**src/rtl/minimization_sweep_ctrl.sv**
```systemverilog
// minimization_sweep_ctrl: steps codes FIRST..LAST through a combinational unit and
// streams one sampled result/mismatch record per code on a valid/ready interface.
module minimization_sweep_ctrl #(
    parameter int CODE_W = 4,
    parameter int OUT_W  = 3,
    parameter int FIRST  = 0,
    parameter int LAST   = 9,
    parameter int SETTLE = 1,
    parameter int ERR_W  = 4
) (
    input  logic              clk,
    input  logic              rst_b,
    input  logic              start,
    input  logic              abort,
    output logic [CODE_W-1:0] code_o,
    input  logic [OUT_W-1:0]  res_i,
    input  logic [OUT_W-1:0]  exp_i,
    output logic              rec_valid,
    input  logic              rec_ready,
    output logic [CODE_W-1:0] rec_code,
    output logic [OUT_W-1:0]  rec_res,
    output logic              rec_mis,
    output logic              busy,
    output logic              done,
    output logic [ERR_W-1:0]  err_cnt
);
    localparam int CNT_W = SETTLE > 1 ? $clog2(SETTLE) : 1;
    localparam logic [CODE_W-1:0] FIRST_C = CODE_W'(FIRST);
    localparam logic [CODE_W-1:0] LAST_C = CODE_W'(LAST);
    localparam logic [CNT_W-1:0] CNT_INIT = CNT_W'(SETTLE - 1);

    typedef enum logic [1:0] {IDLE, WAIT, HOLD, DONE} state_t;

    state_t           state;
    logic [CNT_W-1:0] cnt;
    logic             mis;

    assign mis = res_i != exp_i;

    always_ff @(posedge clk or negedge rst_b) begin
        if (!rst_b) begin
            state     <= IDLE;
            cnt       <= '0;
            code_o    <= FIRST_C;
            rec_valid <= 1'b0;
            rec_code  <= '0;
            rec_res   <= '0;
            rec_mis   <= 1'b0;
            busy      <= 1'b0;
            done      <= 1'b0;
            err_cnt   <= '0;
        end else if (state != IDLE && abort) begin
            // abort outranks any handshake or capture in flight
            state     <= IDLE;
            rec_valid <= 1'b0;
            busy      <= 1'b0;
            done      <= 1'b0;
        end else begin
            case (state)
                IDLE: if (start && !abort) begin
                    state   <= WAIT;
                    code_o  <= FIRST_C;
                    err_cnt <= '0;
                    cnt     <= CNT_INIT;
                    busy    <= 1'b1;
                end
                WAIT: if (cnt == '0) begin
                    state     <= HOLD;
                    rec_valid <= 1'b1;
                    rec_code  <= code_o;
                    rec_res   <= res_i;
                    rec_mis   <= mis;
                    err_cnt   <= (mis && err_cnt != '1) ? err_cnt + 1'b1 : err_cnt;
                end else begin
                    cnt <= cnt - 1'b1;
                end
                HOLD: if (rec_ready) begin
                    rec_valid <= 1'b0;
                    if (code_o != LAST_C) begin
                        state  <= WAIT;
                        code_o <= code_o + 1'b1;
                        cnt    <= CNT_INIT;
                    end else begin
                        state <= DONE;
                        done  <= 1'b1;
                    end
                end
                DONE: begin
                    state <= IDLE;
                    done  <= 1'b0;
                    busy  <= 1'b0;
                end
                default: state <= IDLE;
            endcase
        end
    end
endmodule

```
**config.mk**
```make
export PLATFORM = sky130hd
export DESIGN_NAME = minimization_sweep_ctrl
export DESIGN_NICKNAME = d
export VERILOG_FILES = /design/src/rtl/minimization_sweep_ctrl.sv
export SDC_FILE = /design/constraint.sdc
export NUM_CORES = 1
export LEC_CHECK = 0
export ABC_AREA = 1
export ABC_CLOCK_PERIOD_IN_PS = 1920
export CORE_MARGIN = 2
export CORE_UTILIZATION = 45
export CTS_CLUSTER_DIAMETER = 60
export CTS_CLUSTER_SIZE = 16
export DETAILED_ROUTE_END_ITERATION = 6
export DONT_BUFFER_PORTS = 1
export MAX_ROUTING_LAYER = met4
export SLEW_MARGIN = 20
export SYNTH_ARGS = -nofsm -noshare
export SYNTH_HDL_FRONTEND = slang
export SYNTH_SLANG_ARGS = --single-unit
```
**constraint.sdc**
```tcl
create_clock -name clk -period 1.92 [get_ports clk]
set_clock_uncertainty 0.05 [all_clocks]
set_input_delay 0.384 -clock clk [delete_from_list [all_inputs] [get_ports clk]]
set_output_delay 0.384 -clock clk [all_outputs]
set_load 0.03 [all_outputs]
```
==> flow_metrics.env <==
export IMPL_gp_routability_congestion=0.8631
export IMPL_fp_row_count=18
export IMPL_cp_common_cell="nand2_1"
export IMPL_grt_use_total_pct=17.64
export IMPL_detailedRoute_firstPassIterationCount=3
export IMPL_crit_buf_inv=1
export IMPL_worst_path_dominant_cell_family="flip-flops"
export IMPL_cell_type_of_the_slowest_stage_on_the_worst_timing_path="dfrtp_1"
export IMPL_finish_utilization_pct=49.95
export IMPL_initial_core_util_pct=46.63
export IMPL_postSynth_asyncResetShare_pct=100.0
export IMPL_count_of_pins_over_their_slew_limit=0
export IMPL_layout_min_cycle_time_ns=1.560
export IMPL_type_of_element_launching_the_critical_path="flop"
export IMPL_hold_violation_total_from_the_final_report=21
export IMPL_maxClockFrequency_ghz=0.6411
export IMPL_max_slew_margin_pct=67.47
export IMPL_highest_count_cells_in_the_layout_ignoring_fill_and_taps="nand2_1, dfrtp_1, inv_1"
export IMPL_ys_types=24
export IMPL_commonest_non_fill_non_tap_cell_in_the_layout="nand2_1"
export IMPL_detailed_route_vias_per_instance=4.897
export IMPL_synth_warnings=0
export IMPL_grt_busiest_layer="met2"
export IMPL_drc_violations=0
export IMPL_clock_latency_ns=0.30
export IMPL_h_tree_depth=1
export IMPL_cts_made_buffers=3
export IMPL_top_level_ports=30
export IMPL_failing_checks="negative hold slack"
export IMPL_antenna_found_initial=0
export IMPL_power_per_cell_area_nw_per_um2=1298
export IMPL_routed_via_count=857
export IMPL_netlist_area_sq_um=1124
export IMPL_tritoncts="built"
export IMPL_insertedDiodeCount=0
export IMPL_avgSynthCellArea_sq_um=8.142
export IMPL_setup_worst_path_end_class="flop"
export IMPL_drt_wirelength_per_cell_microns=12.42
export IMPL_cts_path_max_buffers=2
export IMPL_fin_cells=175
export IMPL_max_cap_violations=0
export IMPL_first_iter_violations=9
export IMPL_rsz0062_at_grt="no"
export IMPL_worst_hold_path_type="input pin to async pin"
export IMPL_synth_edff_count=0
export IMPL_tightestPinTransition_ns=0.4879
export IMPL_finalWirelength_microns=2174
export IMPL_hpwlAfterDp_microns=1680
export IMPL_top_cells_by_area_in_the_synthesized_netlist="dfrtp_1, nand2_1, inv_1"
export IMPL_synth_nets=152
export IMPL_area_fraction_of_the_dominant_cell_type_after_synthesis_pct=46.77
export IMPL_critPathArrivalTime_ns=1.72
export IMPL_die_area_sq_um=2913
export IMPL_fin_nets=160
export IMPL_post_route_cells_drive_above_1_share_pct=17.24
export IMPL_dominantRegCellSynth="dfrtp_1"
export IMPL_critical_path_cell_sequence="ha_1 -> nand2_1 -> inv_1 -> nand2_1 -> nand2_1 -> nand2_1 -> nand2_2 -> nand2_1 -> nand2_1"
export IMPL_hold_slack_ns=-0.02698
export IMPL_place_detailed_instances=170
export IMPL_worstSetupPathType="flop to flop"
export IMPL_gr_met1_demand_resource_pct=21.38
export IMPL_total_leakage_power_nw=0.6351
export IMPL_grt_start_max_net_pins=22
export IMPL_setup_tns_ns=0
export IMPL_detail_route_antenna_nets=0
export IMPL_netlist_top_cell_by_area="dfrtp_1"
export IMPL_ys_ff_latch=21
export IMPL_core_region_area_sq_um=2410
export IMPL_port_buffers=0
export IMPL_cts_root_buf="clkbuf_4"
export IMPL_placed_cell_area_sq_um=1172
export IMPL_critical_path_max_fanout=5
export IMPL_wire_length_of_the_first_global_routing_pass_microns=3643
export IMPL_final_setup_viol_count=0
export IMPL_grt_ovfl_total=0
export IMPL_post_route_cell_area_sq_um=1204
export IMPL_clock_transition_at_the_registers_of_the_reported_paths_ns=0.12
export IMPL_critical_path_max_stage_delay_ns=0.54
export IMPL_outcome="finished with violations"
export IMPL_grt_util_met3_pct=3.333
export IMPL_areaGrowthSynthToFinish_pct=7.127
export IMPL_die_w_microns=53.97
export IMPL_numClockSinks=21
export IMPL_synthCells=138
export IMPL_layout_worst_path_cycle_share_pct=81.24
export IMPL_first_global_vias=866
export IMPL_cts_resized=0
export IMPL_synth_seq_area_share_pct=46.77
export IMPL_worstPathRequired_ns=2.08
export IMPL_vdd_ir_drop_max_uv=849.4
export IMPL_post_cts_buffers=0
export IMPL_gr_usage_met2_pct=29.27
export IMPL_floorplan_die_height_microns=53.97
## Yosys cell counts, types with 2 or more instances
cell type	count
dfrtp_1	21
o21ai_2	4
nor2_2	2
o21ai_1	3
nand3_1	8
xnor2_1	2
nor2_4	2
ha_1	3
inv_2	3
nand2_2	3
a21oi_1	3
o21ai_0	2
inv_1	15
xor2_1	2
nand2_1	48
nor2_1	9
## sequential cells by signal, indices dropped and copies added, names as in the netlist
name       cells
busy           1
done           1
rec_code       4
err_cnt        4
rec_res        3
rec_valid      1
code_o         4
rec_mis        1
state          2
## routing by layer
metal | up-vias | part of all wire (%)
met4 | 0 | 0.55
met3 | 2 | 4.4
li1 | 443 | -
met2 | 15 | 50
met1 | 397 | 45
met5 | - | 0
## cell families (layout without fill, tap and decap cells)
logic type                 Yosys count  count (layout)  synth area share (%)
DFF                                 21              21                 46.77
adders and majority gates            3               3                 3.341
buffers and inverters               19              26                 7.015
and+or+nand+nor                     78              78                 32.41
AOI/OAI and AO/OA                   13              13                 7.349
xor gates and xnor gates             4               4                 3.119
## repair_timing
action                     4_1_cts  5_1_grt
hold endpoints to repair        21        0
setup endpoints to repair        0        0
hold buffers                     1        0
## power by group
group | internal [mW] | total (mW) | switching [mW]
Clock | 0.0809 | 0.211 | 0.130
Sequential | 0.558 | 0.844 | 0.285
Combinational | 0.170 | 0.507 | 0.337
Total | 0.810 | 1.56 | 0.753
## final timing paths
| path | start | cells after the start | slack [ns] | to |
|---|---|---|---|---|
| max | err_cnt[0]$_DFFE_PN0P_ | 9 | 0.36 | err_cnt[3]$_DFFE_PN0P_ |
| min | rst_b | 1 | -0.03 | rec_res[0]$_DFFE_PN0P_ |
| max reg2reg | err_cnt[0]$_DFFE_PN0P_ | 9 | 0.36 | err_cnt[3]$_DFFE_PN0P_ |
| min reg2reg | code_o[1]$_DFFE_PN0P_ | 2 | 0.52 | rec_code[1]$_DFFE_PN0P_ |
| max in group asynchronous | rst_b | 1 | 1.51 | rec_code[2]$_DFFE_PN0P_ |
| min in group clk | rec_ready | 1 | 0.10 | rec_valid$_DFFE_PN0P_ |
## layout make-up
cell class,instances,area (sq um)
fill,242,1206
sequential,21,525.5
multi-input combinational,98,519.2
inverter,18,67.56
tap,30,37.54
timing repair buffer,4,27.53
clock buffer,4,26.28
## metrics by stage
stage / hold WS [ns] / total power [mW] / setup slack [ns]
4_1_cts: 0.08572 / 1.587 / 0.3395
3_3_place_gp: 0.03898 / 1.343 / 0.4136
3_5_place_dp: 0.03917 / 1.361 / 0.3592
6_report: -0.02698 / 1.562 / 0.3602
2_1_floorplan: 0.03841 / 1.249 / 0.3977
5_1_grt: 0.003174 / 1.693 / 0.2267
Note: power is estimated with default switching activity, not from simulation.
